**src/rtl/scan_sram_arb.sv**
```systemverilog
// Arbiter sharing one single-port SRAM macro between a scan/test port and a functional core port.
// Optional parity (bit 32 of memory data, sticky par_err) is built when SCAN_SRAM_PARITY_EN is defined.
module scan_sram_arb (
    input  logic        clk,
    input  logic        rst,
    input  logic        test_mode,
    input  logic        sram_ren,
    input  logic        sram_wen,
    input  logic [10:0] sram_addr,
    input  logic [31:0] sram_wdata,
    output logic [31:0] sram_rdata,
    output logic        sram_ready,
    input  logic        core_req,
    input  logic        core_we,
    input  logic [10:0] core_addr,
    input  logic [31:0] core_wdata,
    output logic        core_gnt,
    output logic        core_rvalid,
    output logic [31:0] core_rdata,
    output logic        mem_ce,
    output logic        mem_we,
    output logic [10:0] mem_addr,
    output logic [1:0]  dbg_state,
`ifdef SCAN_SRAM_PARITY_EN
    output logic [32:0] mem_wdata,
    input  logic [32:0] mem_rdata,
    output logic        par_err
`else
    output logic [31:0] mem_wdata,
    input  logic [31:0] mem_rdata
`endif
);

    // Scan handshake: sram_ren/sram_wen are static levels. A level seen in IDLE starts
    // one access; sram_ready pulses once; the level must drop before another is taken.
    // Core handshake: core_gnt is combinational in the request cycle (core_req & core_gnt
    // = accepted); read data follows with core_rvalid in the next cycle.
    typedef enum logic [1:0] {IDLE, S_ACC, S_RSP, S_HOLD} state_t;

    state_t      state_q, state_d;
    logic [10:0] addr_q, addr_d;
    logic [31:0] wdata_q, wdata_d;
    logic        we_q, we_d;
    logic [31:0] rdata_q, rdata_d;
    logic        rvalid_q, rvalid_d;
    logic        scan_req;
    logic        scan_rd_rsp;
    logic [31:0] wr_data;

    always_ff @(posedge clk) begin
        if (rst) begin
            state_q  <= IDLE;
            addr_q   <= '0;
            wdata_q  <= '0;
            we_q     <= 1'b0;
            rdata_q  <= '0;
            rvalid_q <= 1'b0;
        end else begin
            state_q  <= state_d;
            addr_q   <= addr_d;
            wdata_q  <= wdata_d;
            we_q     <= we_d;
            rdata_q  <= rdata_d;
            rvalid_q <= rvalid_d;
        end
    end

    always_comb begin
        state_d     = state_q;
        addr_d      = addr_q;
        wdata_d     = wdata_q;
        we_d        = we_q;
        rdata_d     = rdata_q;
        core_gnt    = 1'b0;
        mem_ce      = 1'b0;
        mem_we      = 1'b0;
        mem_addr    = core_addr;
        wr_data     = core_wdata;
        sram_ready  = 1'b0;
        scan_rd_rsp = 1'b0;
        scan_req    = sram_ren | sram_wen;

        case (state_q)
            IDLE: begin
                if (test_mode) begin
                    if (scan_req) begin
                        state_d = S_ACC;
                        addr_d  = sram_addr;
                        wdata_d = sram_wdata;
                        we_d    = sram_wen;
                    end
                end else if (core_req) begin
                    core_gnt = 1'b1;
                    mem_ce   = 1'b1;
                    mem_we   = core_we;
                end
            end
            S_ACC: begin
                mem_ce   = 1'b1;
                mem_we   = we_q;
                mem_addr = addr_q;
                wr_data  = wdata_q;
                state_d  = S_RSP;
            end
            S_RSP: begin
                // Macro data is valid in this cycle; show it now and keep it for later reads.
                sram_ready  = 1'b1;
                scan_rd_rsp = ~we_q;
                if (!we_q) begin
                    rdata_d = mem_rdata[31:0];
                end
                state_d = S_HOLD;
            end
            S_HOLD: begin
                if (!scan_req) begin
                    state_d = IDLE;
                end
            end
            default: state_d = IDLE;
        endcase

        // A reset cycle issues nothing, even from the middle of a scan sequence.
        if (rst) begin
            core_gnt    = 1'b0;
            mem_ce      = 1'b0;
            mem_we      = 1'b0;
            sram_ready  = 1'b0;
            scan_rd_rsp = 1'b0;
        end

        rvalid_d = core_gnt & ~core_we;
    end

    assign sram_rdata  = scan_rd_rsp ? mem_rdata[31:0] : rdata_q;
    assign core_rvalid = rvalid_q;
    assign core_rdata  = mem_rdata[31:0];
    assign dbg_state   = state_q;

`ifdef SCAN_SRAM_PARITY_EN
    logic par_err_q, par_err_d;

    always_comb begin
        par_err_d = par_err_q | ((scan_rd_rsp | rvalid_q) & (^mem_rdata));
    end

    always_ff @(posedge clk) begin
        if (rst) begin
            par_err_q <= 1'b0;
        end else begin
            par_err_q <= par_err_d;
        end
    end

    assign mem_wdata = {^wr_data, wr_data};
    assign par_err   = par_err_q;
`else
    assign mem_wdata = wr_data;
`endif

endmodule

```
**config.mk**
```make
export PLATFORM = sky130hd
export DESIGN_NAME = scan_sram_arb
export DESIGN_NICKNAME = d
export VERILOG_FILES = /design/src/rtl/scan_sram_arb.sv
export SDC_FILE = /design/constraint.sdc
export NUM_CORES = 1
export LEC_CHECK = 0
export BUFFER_PORTS_ARGS = -buffer_cell sky130_fd_sc_hd__buf_4
export CAP_MARGIN = 20
export CORE_UTILIZATION = 35
export CTS_CLUSTER_SIZE = 20
export DETAILED_ROUTE_END_ITERATION = 16
export PLACE_DENSITY = 0.67
export SLEW_MARGIN = 20
export SYNTH_ARGS = -nofsm -noshare
export SYNTH_HDL_FRONTEND = slang
export SYNTH_SLANG_ARGS = --single-unit
```
**constraint.sdc**
```tcl
create_clock -name clk -period 3.27 [get_ports clk]
set_input_delay 0 -clock clk [delete_from_list [all_inputs] [get_ports clk]]
set_output_delay 0 -clock clk [all_outputs]
set_load 0.005 [all_outputs]
```
==> results of run 1 <==
-- Yosys cell counts (all sizes together) --
library cell and n:
clkbuf 8, nand2b 3, nand3b 1, nor2 4
ha 5, o21a 1, mux2i 2, mux2 75
nor2b 1, nor3 1, o211ai 1, a21oi 46
a22oi 1, dfxtp 79, o21bai 1, o21ai 1
and2 1, a22o 32, nand2 88, o211a 1
buf 54, inv 3, and3b 1
-- sequential cells by signal, indices dropped and copies added (netlist names) --
signal,cells
dbg_state,2
rdata_q,32
wdata_q,32
we_q,1
core_rvalid,1
addr_q,11
-- cells in the final DEF (no fill, tap or decap), types with 2 or more instances in the layout --
| cell type | instances |
|---|---|
| a22o_1 | 32 |
| buf_4 | 240 |
| clkbuf_16 | 9 |
| dlygate4sd3_1 | 78 |
| ha_1 | 4 |
| nor2_1 | 4 |
| nand2b_1 | 3 |
| inv_1 | 3 |
| clkbuf_1 | 2 |
| a21oi_1 | 45 |
| mux2i_1 | 2 |
| dfxtp_1 | 79 |
| nand2_1 | 88 |
| clkinvlp_4 | 2 |
| mux2_2 | 47 |
| mux2_4 | 28 |
-- worst register-to-register path, cell delays in order (launching register included) --
cell and delay, ns:
dfxtp_1 0.35, inv_1 0.12, ha_1 0.21, nor2b_2 0.17, and2_4 0.73, a22o_1 0.30
-- routing by layer --
layer	share of wire, %	vias up	track usage, %
li1	-	1924	-
met1	39	1737	20.0
met2	50	178	34.9
met3	8.9	18	6.22
met4	1.8	0	6.57
met5	0	-	0
-- cells by family after synthesis --
logic type      after synthesis  share of synthesized area [%]
compound gates               84                           13.9
fa+ha+maj                     5                           1.55
flops                        79                           39.2
simple gates                100                           9.99
buf+inv                      65                           11.3
mux                          77                           24.0
-- power by group through the flow --
stage	Clock [uW]	Combinational [uW]	Sequential (uW)
3_5_place_dp	0	1690	1250
2_1_floorplan	0	1030	1220
6_report	969	1770	1240
4_1_cts	999	1780	1230
5_1_grt	1040	1920	1250
3_3_place_gp	0	1650	1250
-- through the flow --
stage,power [uW],setup slack (ns),hold slack [ns],instances,utilization [%]
3_5_place_dp,2950,1.12,0.183,729,50.7
2_1_floorplan,2260,1.65,0.0768,410,-
6_report,3970,0.786,0.118,823,60.4
3_3_place_gp,2900,1.20,0.186,728,50.6
4_1_cts,4010,0.757,0.108,823,60.4
5_1_grt,4220,0.597,0.139,823,60.4
-- how the worst min path moves through the flow --
stage	end	from	cells past startpoint	slack, ns
after detailed placement	core_rvalid	core_we	2	0.18
final	dbg_state[0]	sram_ren	4	0.12
after CTS	dbg_state[0]	sram_ren	4	0.11
after global placement	core_rvalid	core_we	2	0.19
after global routing	dbg_state[0]	sram_ren	4	0.14
after floorplan	core_rvalid	core_we	1	0.08
-- area by class of cell --
class,count,area [sq um],share of cell area [%]
Inverter,3,11.3,0.169
Sequential cell,79,1580,23.7
Clock buffer,11,233,3.49
Multi-Input combinational cell,266,2010,30.2
Timing Repair Buffer,319,2600,39.0
Clock inverter,5,58.8,0.882
Tap cell,140,175,2.63
==> results.json, run 1 <==
{
  "relSlewSlack_pct": 28.8,
  "fin_skew_ns": 0.00651,
  "critPathTopFamily": "simple AND/OR/NAND/NOR gates",
  "dieHeight_um": 109,
  "start_util_pct": 36.6,
  "drt_pass1_iterations": 4,
  "drc": 0,
  "drive_above_1_share_pct": 49.0,
  "clk_pin_slew_ns": 0.06,
  "die_w_um": 109,
  "pwr_density_cell_mw_per_mm2": 595,
  "diodes": 0,
  "cp-startpoint": "dbg_state[0]",
  "r2r_slack_ns": 1.33,
  "synth_nets": 540,
  "h-tree-depth": 3,
  "synth_cells": 410,
  "syn_area_sq_mm": 0.00403,
  "post_cts_resized": 0,
  "synth_area_leader_cell": "dfxtp_1",
  "cts_setup_buffers": 0,
  "status": "finished, final reports clean",
  "r2r-end": "rdata_q[28]",
  "power_leakage_uw": 0.00304,
  "cts_tree": "built",
  "rr_worst_depth": 5,
  "synth_cell_types": 27,
  "worstPathMaxFanout": 64,
  "rows": 38,
  "timing.rr.start": "dbg_state[0]",
  "drt-total-wl_mm": 11.7,
  "seq_power_share_pct": 31.1,
  "crit_slowest_cell": "and2_4",
  "place_congestion": 0.739,
  "power_switching_share_pct": 30.0,
  "nFillCells": 880,
  "root_buffer": "clkbuf_16",
  "drtIter0Drc": 132,
  "worst_path_largest_cell_delay_ns": 0.73,
  "cts_made_buffers": 9,
  "rsz0062_at_grt": "no",
  "ys_seq_area_share_pct": 39.2,
  "crit_required_ns": 3.27,
  "irDropWorstVdd_uv": 347,
  "fin_nets": 808,
  "dpl.hpwl_mm": 7.89,
  "yosysWarnings": 0,
  "antenna_found_initial": 0,
  "postLayoutCellArea_sq_mm": 0.00667,
  "crit_chain": "inv_1, ha_1, nor2b_2, and2_4, mux2_2, buf_4",
  "arrival_ns": 2.48,
  "io_buffers": 238,
  "design.core.area_sq_mm": 0.0110,
  "areaGrowthSynthToFinish_pct": 65.3,
  "die_area_sq_mm": 0.0120,
  "ios": 239,
  "combPwrFrac_pct": 44.5,
  "switchingPower_uw": 1190,
  "slew_violations": 0,
  "cts_buffer_depth": 2,
  "worstSetupPathDepth": 6,
  "grt_max_degree": 65,
  "synth-seq-cells": 79,
  "period_share_pct": 76.0,
  "grt_pass1_wl_mm": 17.4,
  "wl_per_cell_um": 14.2,
  "clock_latency_ns": 0.32,
  "finalSetupTns_ns": 0,
  "num_vias": 3857,
  "crit_path_start_kind": "register",
  "grt_overflow": 0,
  "globalRouteTotalUtil_pct": 18.9,
  "worst_slew_pin_slew_ns": 1.07,
  "p_int_uw": 2780,
  "endpoint": "sram_rdata[31]",
  "critPathCaptureType": "output pin",
  "setup_violations": 0,
  "holdBufCountCts": 78,
  "drt-vias-per-instance": 4.69,
  "synth_top_area_share_pct": 39.2,
  "hold_class": "in -> reg",
  "hold_viol_final": 0,
  "path_buf_inv": 2,
  "clkSinkCount": 79,
  "fmax_mhz": 403,
  "ant_nets": 0,
  "power.share.clock_pct": 24.4,
  "syn_avg_cell_area_sq_um": 9.84,
  "yosys-top-cells-area": "dfxtp_1 (39%), mux2_2 (13%), mux2_4 (10%), nand2_1 (8.2%), a22o_1 (6.9%)",
  "critPathKind": "reg -> out",
  "grt_pass1_vias": 3689,
  "min_period_ns": 2.48,
  "placed_area_sq_mm": 0.00560,
  "drv_cap": 0
}
(Power assumes the default switching activity.)
==> run 2: changes to the inputs <==
--- a/config.mk
+++ b/config.mk
@@ -10,7 +10,7 @@
 export CORE_UTILIZATION = 35
 export CTS_CLUSTER_SIZE = 20
 export DETAILED_ROUTE_END_ITERATION = 16
-export PLACE_DENSITY = 0.67
+export PLACE_DENSITY = 0.69
 export SLEW_MARGIN = 20
 export SYNTH_ARGS = -nofsm -noshare
 export SYNTH_HDL_FRONTEND = slang
==> constraint.sdc (replaced) <==
create_clock -name clk -period 2.07 [get_ports clk]
set_input_delay 0 -clock clk [delete_from_list [all_inputs] [get_ports clk]]
set_output_delay 0 -clock clk [all_outputs]
set_load 0.005 [all_outputs]
==> run 2 against run 1 <==
Net effect:
- die area unchanged
- combinational power increased by 72%
- clock-buffer cell count increased by 5
- first-iteration DRC count increased by 9.8%
- via count increased by 4.0%
- sequential cell count unchanged
- largest power group unchanged
==> results.json, run 2 (synthesis gave the netlist of run 1 again) <==
{
  "status": "finished, final reports clean",
  "arrival_ns": 1.95,
  "die_area_sq_mm": 0.0120,
  "root_buffer": "clkbuf_16",
  "wl_per_cell_um": 14.9,
  "power_leakage_uw": 0.00314,
  "clkSinkCount": 79,
  "critPathKind": "reg -> out",
  "h-tree-depth": 3,
  "hold_class": "in -> reg",
  "clock_latency_ns": 0.33,
  "period_share_pct": 94.1,
  "start_util_pct": 36.6,
  "drc": 0,
  "worst_slew_pin_slew_ns": 0.557,
  "ant_nets": 0,
  "grt_max_degree": 54,
  "drive_above_1_share_pct": 50.2,
  "drv_cap": 0,
  "drtIter0Drc": 145,
  "diodes": 0,
  "pwr_density_cell_mw_per_mm2": 937,
  "dpl.hpwl_mm": 7.60,
  "io_buffers": 238,
  "finalSetupTns_ns": 0,
  "grt_pass1_vias": 3723,
  "final_cell_mix": "buf_4 (244), nand2_1 (88), dfxtp_1 (77), dlygate4sd3_1 (77), mux2_2 (47)",
  "crit_path_start_kind": "register",
  "grt_pass1_wl_mm": 17.7,
  "areaGrowthSynthToFinish_pct": 71.2,
  "total_power_uw": 6470,
  "layout_commonest_cell": "buf_4",
  "num_vias": 4012,
  "dpl_worst_slack_ns": 0.158,
  "relSlewSlack_pct": 62.7,
  "clk_pin_slew_ns": 0.06,
  "antenna_found_initial": 0,
  "nFillCells": 862,
  "ios": 239,
  "top_regs": "rdata_q x32, wdata_q x32, addr_q x11",
  "cts_tree": "built",
  "critPathCaptureType": "output pin",
  "rsz0062_at_grt": "no",
  "fmax_mhz": 513,
  "cts_buffer_depth": 2,
  "drt_pass1_iterations": 4,
  "irDropWorstVdd_uv": 524,
  "setup_violations": 0,
  "cts_made_buffers": 9,
  "fin_nets": 820,
  "drt-vias-per-instance": 4.80,
  "crit_required_ns": 2.07,
  "rows": 38,
  "die_w_um": 109,
  "fin_ws_ns": 0.121,
  "worstPathMaxFanout": 8,
  "dieHeight_um": 109,
  "place_congestion": 0.762,
  "drt-total-wl_mm": 12.4,
  "hold_viol_final": 0,
  "fin_skew_ns": 0.00778,
  "design.core.area_sq_mm": 0.0110,
  "min_period_ns": 1.95,
  "globalRouteTotalUtil_pct": 19.2,
  "grt_overflow": 0,
  "slew_violations": 0
}
-- run 2: critical path, stage by stage, from the launching register on --
cell	delay [ns]
dfxtp_2	0.35
inv_2	0.10
ha_4	0.15
nor2b_4	0.14
and2_4	0.24
buf_12	0.16
mux2_2	0.33
buf_4	0.14
-- run 2: worst paths after layout --
| check | depth (start not counted) | to | slack, ns | startpoint |
|---|---|---|---|---|
| max | 7 | sram_rdata[1] | 0.12 | dbg_state[0] |
| min | 3 | core_rvalid | 0.04 | core_req |
| max reg2reg | 7 | rdata_q[28] | 0.34 | dbg_state[0] |
| min reg2reg | 2 | addr_q[10] | 0.46 | addr_q[10] |
-- run 2: repair_timing --
item,in CTS,in global routing
endpoints found under the setup margin,26,32
pin swaps,1,1
resized for setup,2,4
setup buffers,2,3
hold endpoints to repair,77,0
cloned,1,3
hold buffers,77,0
-- run 2: cell type report --
cell class | instances | area (sq um) | share of cell area (%)
Timing Repair Buffer | 331 | 2840 | 41.1
Multi-Input combinational cell | 266 | 2030 | 29.4
Sequential cell | 79 | 1580 | 22.9
Clock buffer | 16 | 272 | 3.93
Tap cell | 140 | 175 | 2.54
Inverter | 3 | 11.3 | 0.163
-- run 2: metrics by stage --
stage               util [%]  hold WS (ns)  instances  cell area [sq um]
floorplan                  -        0.0768        410               4030
global placement        51.3         0.187        732               5660
detailed placement      51.3         0.189        732               5660
CTS                     61.3        0.0158        828               6770
global route            62.6        0.0366        835               6910
finish                  62.6        0.0358        835               6910
-- run 2: power by group --
part	internal, uW	switching (uW)	leakage (uW)
clock network	881	574	0.000131
registers	1800	166	0.000644
logic	1860	1200	0.00237
-- run 2: metal layers --
layer	GRT usage, %	up-vias	share of wire (%)
li1	-	1942	-
met1	21.4	1870	40
met2	34.2	185	51
met3	6.16	15	8.1
met4	6.48	0	1.6
met5	0	-	0
